[src/rtl/seq_alu_pkg.sv]
// -----------------------------------------------------------------------------
// seq_alu_pkg
//   Shared types and constants for the sequential ALU:
//   - op_e    : command opcodes (any other 4-bit code is illegal)
//   - state_e : control FSM states
//   - ERR_*   : bit positions inside the 2-bit error flag vector
// -----------------------------------------------------------------------------
package seq_alu_pkg;

  typedef enum logic [3:0] {
    OP_ADD = 4'b0010,
    OP_SUB = 4'b0011,
    OP_MUL = 4'b0100,
    OP_DIV = 4'b0101,
    OP_MOD = 4'b0110
  } op_e;

  typedef enum logic [1:0] {
    IDLE,
    EXEC,
    ITER,
    DONE
  } state_e;

  localparam int ERR_CARRY = 0;  // carry/borrow (unsigned) or overflow (signed)
  localparam int ERR_DIVZ  = 1;  // divide by zero

endpackage

[src/rtl/seq_alu_iter.sv]
// -----------------------------------------------------------------------------
// seq_alu_iter
//   Iterative engine shared by MUL and DIV/MOD. One 2*WIDTH-bit shift register
//   holds either {partial product high, multiplier} (shift-add multiply, shifts
//   right) or {partial remainder, dividend/quotient} (restoring divide, shifts
//   left). Each busy cycle performs one step; WIDTH steps in total.
//
// Ports
//   clk, rst_n : clock, synchronous active-low reset
//   start      : load opa/opb/div_mode and begin WIDTH iterations
//   div_mode   : 0 = multiply, 1 = divide
//   opa, opb   : multiplicand/multiplier or dividend/divisor (unsigned)
//   done       : all iterations complete, acc is final
//   acc        : MUL: full product; DIV: {remainder, quotient}
// -----------------------------------------------------------------------------
module seq_alu_iter #(
  parameter int WIDTH = 16
) (
  input  logic               clk,
  input  logic               rst_n,
  input  logic               start,
  input  logic               div_mode,
  input  logic [WIDTH-1:0]   opa,
  input  logic [WIDTH-1:0]   opb,
  output logic               done,
  output logic [2*WIDTH-1:0] acc
);

  localparam int CNT_W = $clog2(WIDTH + 1);

  logic [CNT_W-1:0]   count_q;
  logic [WIDTH-1:0]   opb_q;
  logic               div_mode_q;
  logic [2*WIDTH-1:0] acc_q;

  logic [WIDTH-1:0]   hi;
  logic [WIDTH-1:0]   lo;
  logic [WIDTH:0]     mul_sum;
  logic [WIDTH:0]     rem_sh;
  logic               fits;
  logic [WIDTH-1:0]   rem_new;
  logic [2*WIDTH-1:0] step_next;

  // NOTE: every variable written in always_comb gets a value on entry, so no
  // path through the block leaves it unassigned and no latch is inferred.
  always_comb begin
    hi        = acc_q[2*WIDTH-1:WIDTH];
    lo        = acc_q[WIDTH-1:0];
    // Multiply step: add multiplicand into the high half when the current
    // multiplier bit is set, then shift the whole register right by one.
    mul_sum   = {1'b0, hi} + (lo[0] ? {1'b0, opb_q} : '0);
    // Divide step: shift {rem, quo} left by one; the shifted remainder needs
    // one extra bit before the trial subtraction.
    rem_sh    = acc_q[2*WIDTH-1:WIDTH-1];
    fits      = (rem_sh >= {1'b0, opb_q});
    // When the divisor fits, the difference is below the divisor, so WIDTH
    // bits of the subtraction are exact.
    rem_new   = fits ? (rem_sh[WIDTH-1:0] - opb_q) : rem_sh[WIDTH-1:0];
    step_next = div_mode_q ? {rem_new, lo[WIDTH-2:0], fits}
                           : {mul_sum, lo[WIDTH-1:1]};
  end

  // NOTE: sequential state is written with non-blocking assignments so every
  // register samples the pre-edge values, independent of statement order.
  always_ff @(posedge clk) begin
    if (!rst_n) begin
      count_q    <= '0;
      opb_q      <= '0;
      div_mode_q <= 1'b0;
      acc_q      <= '0;
    end else if (start) begin
      count_q    <= CNT_W'(WIDTH);
      opb_q      <= opb;
      div_mode_q <= div_mode;
      acc_q      <= {{WIDTH{1'b0}}, opa};
    end else if (count_q != '0) begin
      count_q    <= count_q - CNT_W'(1);
      acc_q      <= step_next;
    end
  end

  assign done = (count_q == '0);
  assign acc  = acc_q;

endmodule

[src/rtl/seq_alu.sv]
// -----------------------------------------------------------------------------
// seq_alu
//   Clocked ALU with valid/ready handshakes, one operation in flight.
//   ADD/SUB complete one cycle after accept; MUL/DIV/MOD run WIDTH iterations
//   in seq_alu_iter and complete WIDTH+1 cycles after accept. Divide by zero
//   and illegal opcodes complete one cycle after accept with OUT=0.
//
//   Optional feature macro: ALU_SIGNED_EN adds the sgn port; sgn=1 selects
//   two's complement operands and results. Without it all ops are unsigned.
//
// Ports
//   clk, rst_n           : clock, synchronous active-low reset
//   in_valid / in_ready  : command handshake (in_ready high only in IDLE)
//   in1, in2             : operands (dividend/minuend, divisor/subtrahend)
//   op                   : opcode, see seq_alu_pkg::op_e
//   sgn                  : signed mode (ALU_SIGNED_EN only)
//   out_valid / out_ready: result handshake (out_valid high only in DONE)
//   out                  : 2*WIDTH result, held stable while in DONE
//   err                  : [0] carry/borrow/overflow, [1] divide by zero
// -----------------------------------------------------------------------------
module seq_alu
  import seq_alu_pkg::*;
#(
  parameter int WIDTH = 16
) (
  input  logic               clk,
  input  logic               rst_n,
  input  logic               in_valid,
  output logic               in_ready,
  input  logic [WIDTH-1:0]   in1,
  input  logic [WIDTH-1:0]   in2,
  input  logic [3:0]         op,
`ifdef ALU_SIGNED_EN
  input  logic               sgn,
`endif
  output logic               out_valid,
  input  logic               out_ready,
  output logic [2*WIDTH-1:0] out,
  output logic [1:0]         err
);

  localparam int W2 = 2 * WIDTH;

  state_e           state_q, state_d;
  logic [3:0]       op_q;
  logic [WIDTH-1:0] a_q, b_q;
  logic             sgn_q;
  logic             neg_q;      // final result must be negated (signed MUL/DIV/MOD)
  logic [W2-1:0]    out_q;
  logic [1:0]       err_q;

  logic             sgn_in;
  logic             accept;
  logic             op_iter;
  logic             a_neg, b_neg;
  logic [WIDTH-1:0] a_mag, b_mag;
  logic             iter_done;
  logic [W2-1:0]    iter_acc;
  logic             load_result;

  logic [W2-1:0]    ext_a, ext_b, sum, diff;
  logic [W2-1:0]    prod_mag, quo_mag, rem_mag;
  logic [W2-1:0]    res_d;
  logic [1:0]       err_d;

`ifdef ALU_SIGNED_EN
  assign sgn_in = sgn;
`else
  assign sgn_in = 1'b0;
`endif

  assign in_ready  = (state_q == IDLE);
  assign out_valid = (state_q == DONE);
  assign out       = out_q;
  assign err       = err_q;

  assign accept  = in_valid && in_ready;
  // Divide by zero never enters the iterative engine.
  assign op_iter = (op == OP_MUL) ||
                   (((op == OP_DIV) || (op == OP_MOD)) && (in2 != '0));

  // The engine works on magnitudes; signs are restored when the result is
  // registered, so signed mode costs no extra cycles.
  assign a_neg = sgn_in && in1[WIDTH-1];
  assign b_neg = sgn_in && in2[WIDTH-1];
  assign a_mag = a_neg ? -in1 : in1;
  assign b_mag = b_neg ? -in2 : in2;

  seq_alu_iter #(.WIDTH(WIDTH)) u_iter (
    .clk      (clk),
    .rst_n    (rst_n),
    .start    (accept && op_iter),
    .div_mode (op != OP_MUL),
    .opa      (a_mag),
    .opb      (b_mag),
    .done     (iter_done),
    .acc      (iter_acc)
  );

  always_comb begin
    state_d = state_q;
    unique case (state_q)
      IDLE: if (in_valid) state_d = op_iter ? ITER : EXEC;
      EXEC: state_d = DONE;
      ITER: if (iter_done) state_d = DONE;
      DONE: if (out_ready) state_d = IDLE;
      default: state_d = IDLE;
    endcase
  end

  assign load_result = (state_q == EXEC) || ((state_q == ITER) && iter_done);

  always_comb begin
    res_d    = '0;
    err_d    = '0;
    ext_a    = sgn_q ? {{WIDTH{a_q[WIDTH-1]}}, a_q} : {{WIDTH{1'b0}}, a_q};
    ext_b    = sgn_q ? {{WIDTH{b_q[WIDTH-1]}}, b_q} : {{WIDTH{1'b0}}, b_q};
    sum      = ext_a + ext_b;
    diff     = ext_a - ext_b;
    prod_mag = iter_acc;
    quo_mag  = {{WIDTH{1'b0}}, iter_acc[WIDTH-1:0]};
    rem_mag  = {{WIDTH{1'b0}}, iter_acc[W2-1:WIDTH]};
    case (op_q)
      OP_ADD: begin
        res_d = sum;
        err_d[ERR_CARRY] = sgn_q ? ((a_q[WIDTH-1] == b_q[WIDTH-1]) &&
                                    (sum[WIDTH-1] != a_q[WIDTH-1]))
                                 : sum[WIDTH];
      end
      OP_SUB: begin
        res_d = diff;
        err_d[ERR_CARRY] = sgn_q ? ((a_q[WIDTH-1] != b_q[WIDTH-1]) &&
                                    (diff[WIDTH-1] != a_q[WIDTH-1]))
                                 : (a_q < b_q);
      end
      OP_MUL: res_d = neg_q ? -prod_mag : prod_mag;
      OP_DIV: begin
        if (b_q == '0) err_d[ERR_DIVZ] = 1'b1;
        else           res_d = neg_q ? -quo_mag : quo_mag;
      end
      OP_MOD: begin
        if (b_q == '0) err_d[ERR_DIVZ] = 1'b1;
        else           res_d = neg_q ? -rem_mag : rem_mag;
      end
      default: ;  // illegal opcode: OUT=0, ERR=00
    endcase
  end

  always_ff @(posedge clk) begin
    if (!rst_n) begin
      state_q <= IDLE;
      op_q    <= '0;
      a_q     <= '0;
      b_q     <= '0;
      sgn_q   <= 1'b0;
      neg_q   <= 1'b0;
      out_q   <= '0;
      err_q   <= '0;
    end else begin
      state_q <= state_d;
      if (accept) begin
        op_q  <= op;
        a_q   <= in1;
        b_q   <= in2;
        sgn_q <= sgn_in;
        // Remainder takes the dividend's sign; product/quotient the XOR.
        neg_q <= (op == OP_MOD) ? a_neg : (a_neg ^ b_neg);
      end
      // Result and flags change only on entry to DONE, so they hold under
      // backpressure and keep their last value outside DONE.
      if (load_result) begin
        out_q <= res_d;
        err_q <= err_d;
      end
    end
  end

endmodule

[config.mk]
export PLATFORM = sky130hd
export DESIGN_NAME = seq_alu
export DESIGN_NICKNAME = d
export VERILOG_FILES = /design/src/rtl/seq_alu_pkg.sv /design/src/rtl/seq_alu_iter.sv /design/src/rtl/seq_alu.sv
export SDC_FILE = /design/constraint.sdc
export NUM_CORES = 1
export LEC_CHECK = 0
export CORE_MARGIN = 2
export CORE_UTILIZATION = 50
export DETAILED_ROUTE_END_ITERATION = 16
export PLACE_DENSITY = 0.71
export REMOVE_ABC_BUFFERS = 1
export SYNTH_ARGS = -nofsm -noshare
export SYNTH_HDL_FRONTEND = slang
export SYNTH_SLANG_ARGS = --single-unit
[constraint.sdc]
create_clock -name clk -period 4 [get_ports clk]
set_input_delay 1 -clock clk [delete_from_list [all_inputs] [get_ports clk]]
set_output_delay 1 -clock clk [all_outputs]
set_load 0.01 [all_outputs]
==> results.toml <==
[sta]
slew_viol_final = 0
worst_pin_slew_ps = 933
grt_setup_unrepaired = "no"
skew_ps = 6.17
relSlewSlack_pct = 37.2
setup_viol = 0
timing.final.crit_share_pct = 91.3
hold_slack_ps = 455
post-route-min-period_ps = 3650
hold_viol_final = 0
fmax_mhz = 274

[logic_synthesis]
synth_top_family_by_area = "compound AO/OA/AOI/OAI gates"
synth_largest_area_cell = "dfxtp_1"
syn_avg_cell_area_um2 = 7.53
ys_seq_area_share_pct = 28.5
netlist_area_um2 = 8860
netlist_instances = 1176
yosysTopAreaCellShare_pct = 28.5
async_reset_ff_share_pct = 0
synth-compound-area-share_pct = 26.9
synth_area_leaders = "dfxtp_1, ha_1, a21oi_1"
synth.distinct_cells = 71
netlist_top_cells_count = "a21oi_1, nand2_1, nor2_1"
synthFlopType = "dfxtp_1"
yosys.area_share.simple_pct = 21.3
synth_seq_cells = 126
synth_edf_count = 0
synth.area.mux_share_pct = 2.95
ys_warn_count = 0
synth-xor-area-share_pct = 3.56
synthAdderAreaFrac_pct = 10.9
post-synth-top-count-cell = "a21oi_1"

[clocking]
clock_sinks = 126
cts_hold_buf = 0
cts_buffers = 17
h-tree-depth = 4
cts_tree = "yes"
cts_setup_buffers = 0
cts_resized = 0
clockBufferDepth = 2
clk_latency_ps = 430
cts.clk_slew.worst_paths_ps = 60
clk_root_buffer_cell = "clkbuf_16"

[finish]
fin_area_um2 = 10400
num_antenna_cells = 0
nets = 1342
drive_gt1_share_pct = 5.89
area_delta_synth_final_pct = 17.8
final_util_pct = 60.3

[power]
p_sw_mw = 3.24
total_power_mw = 7.21
power_leakage_nw = 4.10
seqPwrFrac_pct = 26.4
sw_frac_of_total_pct = 44.9
comb_power_share_pct = 50.3
internal-power_mw = 3.98
p_per_area_nw_per_um2 = 691
vdd_drop_max_uv = 470
p_clk_share_pct = 23.4

[detailed_routing]
drt_iter0_markers = 977
dr_total_vias = 8933
avgRoutedWirePerCell_um = 19.6
via_per_inst = 6.10
drc = 0
drt-pass1-iter-count = 6
wl_um = 28700
ant_nets = 0

[critical_path]
r2r_slack_ps = 570
worstPathMaxFanout = 22
path_class = "in -> reg"
crit_slowest_cell = "nor4_1"
r2r_start = "u_iter.acc[22]$_SDFFE_PP0P_"
r2r-end = "u_iter.acc[30]$_SDFFE_PP0P_"
cp.arrival_ps = 4020
crit_required_ps = 4370
rr_worst_depth = 9
cp_num_buf_inv = 1
cp-start-kind = "primary input"
path_cells = "clkdlybuf4s50_1 > nor4_1 > a41o_1 > a21oi_4 > nor2_1 > nand2_1 > nor2_1 > a22o_1 > a221o_1"
crit_top_cell = "nor2_1"
crit_family = "simple AND/OR/NAND/NOR gates"
end_kind = "register"
cp.depth = 9
slowest_delay_ps = 830

[global_route]
grt_pass1_wl_um = 44500
grt_usage_pct = 31.0
grt_pass1_vias = 8116
grt-ovfl-total = 0
grt_max_degree = 79
grt_antenna_before_repair = 0

[flow_run]
drv_cap = 0

[die]
num_rows = 48
dieWidth_um = 137
die_area_um2 = 18800
die_h_um = 137
pin_count = 76
initial_core_util_pct = 51.2
core-area_um2 = 17300

[hold_path]
min_to = "out[23]$_SDFFE_PN0P_"
hold_start = "out[23]$_SDFFE_PN0P_"
hp-class = "reg -> reg"
hold_path_depth = 2

[placed_design]
placed_area_um2 = 9800
io_buffers = 75
post-dp-hpwl_um = 21100
routabilityCongestion = 0.957

[run_status]
status = "finished, final reports clean"
==> placed cells by master (no fill, tap or decap), drive strengths merged, types with 23 or more instances in the layout <==
| master | n |
|---|---|
| and2 | 29 |
| a21oi | 149 |
| ha | 71 |
| dfxtp | 126 |
| nand2 | 131 |
| nor2 | 129 |
| nor3 | 23 |
| mux2i | 25 |
| a211oi | 36 |
| clkdlybuf4s50 | 75 |
| xnor2 | 23 |
| inv | 75 |
| o21ai | 70 |
==> flip-flops by register name (all words and copies together) (netlist names) <==
register           flops
a_q                   16
b_q                   16
u_iter.opb_q          16
out                   32
u_iter.acc            32
err                    2
op_q                   4
state_q                2
u_iter.div_mode_q      1
u_iter.count_q         5
==> worst max path at each step <==
stage / start / end / slack (ps)
5_1_grt: in2[10] / u_iter.acc[26]$_SDFFE_PP0P_ / 120
6_report: in2[10] / u_iter.acc[26]$_SDFFE_PP0P_ / 350
4_1_cts: in2[10] / u_iter.acc[26]$_SDFFE_PP0P_ / 470
3_3_place_gp: in2[10] / u_iter.acc[26]$_SDFFE_PP0P_ / 160
3_5_place_dp: in2[10] / u_iter.acc[26]$_SDFFE_PP0P_ / 50
2_1_floorplan: in_valid / u_iter.acc[26]$_SDFFE_PP0P_ / -1650
==> cell type report <==
cell class	count	area [um2]
clock buffers	17	425
repair buffers	95	901
fillers	1610	6860
well taps	225	282
inverters	71	267
multi-input cells	916	5830
clock inverters	15	209
flip-flops and latches	126	2520
==> power groups by stage <==
stage	sequential [mW]	combinational, mW	clock [mW]
detailed placement	1.91	3.52	0
floorplan	1.76	2.59	0
global route	1.93	3.95	1.75
global placement	1.91	3.49	0
finish	1.90	3.63	1.69
CTS	1.89	3.55	1.69
==> routing by layer <==
| metal | vias to the layer above | GRT usage (%) | share of wire, % |
|---|---|---|---|
| met2 | 415 | 47.5 | 44 |
| met5 | - | 0 | 0 |
| met1 | 4163 | 43.3 | 45 |
| li1 | 4298 | - | - |
| met4 | 0 | 9.28 | 2.4 |
| met3 | 57 | 7.00 | 9.0 |
==> through the flow <==
stage	worst slack (ps)	TNS [ps]	std cells
2_1_floorplan	-1650	-47580	1113
3_3_place_gp	159	0	1433
3_5_place_dp	46.7	0	1433
4_1_cts	466	0	1465
5_1_grt	123	0	1465
6_report	347	0	1465
==> worst register-to-register path: cells and delay by family, from the launching register on <==
family,cells,cell delay [ps]
AO/OA/AOI/OAI,6,1500
flip-flops,1,620
AND/OR/NAND/NOR,2,800
adder cells (fa/ha/maj),1,390
==> cell families after synthesis <==
logic type               after synthesis
adder cells (fa/ha/maj)               75
AO/OA/AOI/OAI                        374
AND/OR/NAND/NOR                      405
XOR/XNOR                              36
buffers and inverters                134
multiplexers                          26
flip-flops                           126
Power figures use the tool's default switching activity.
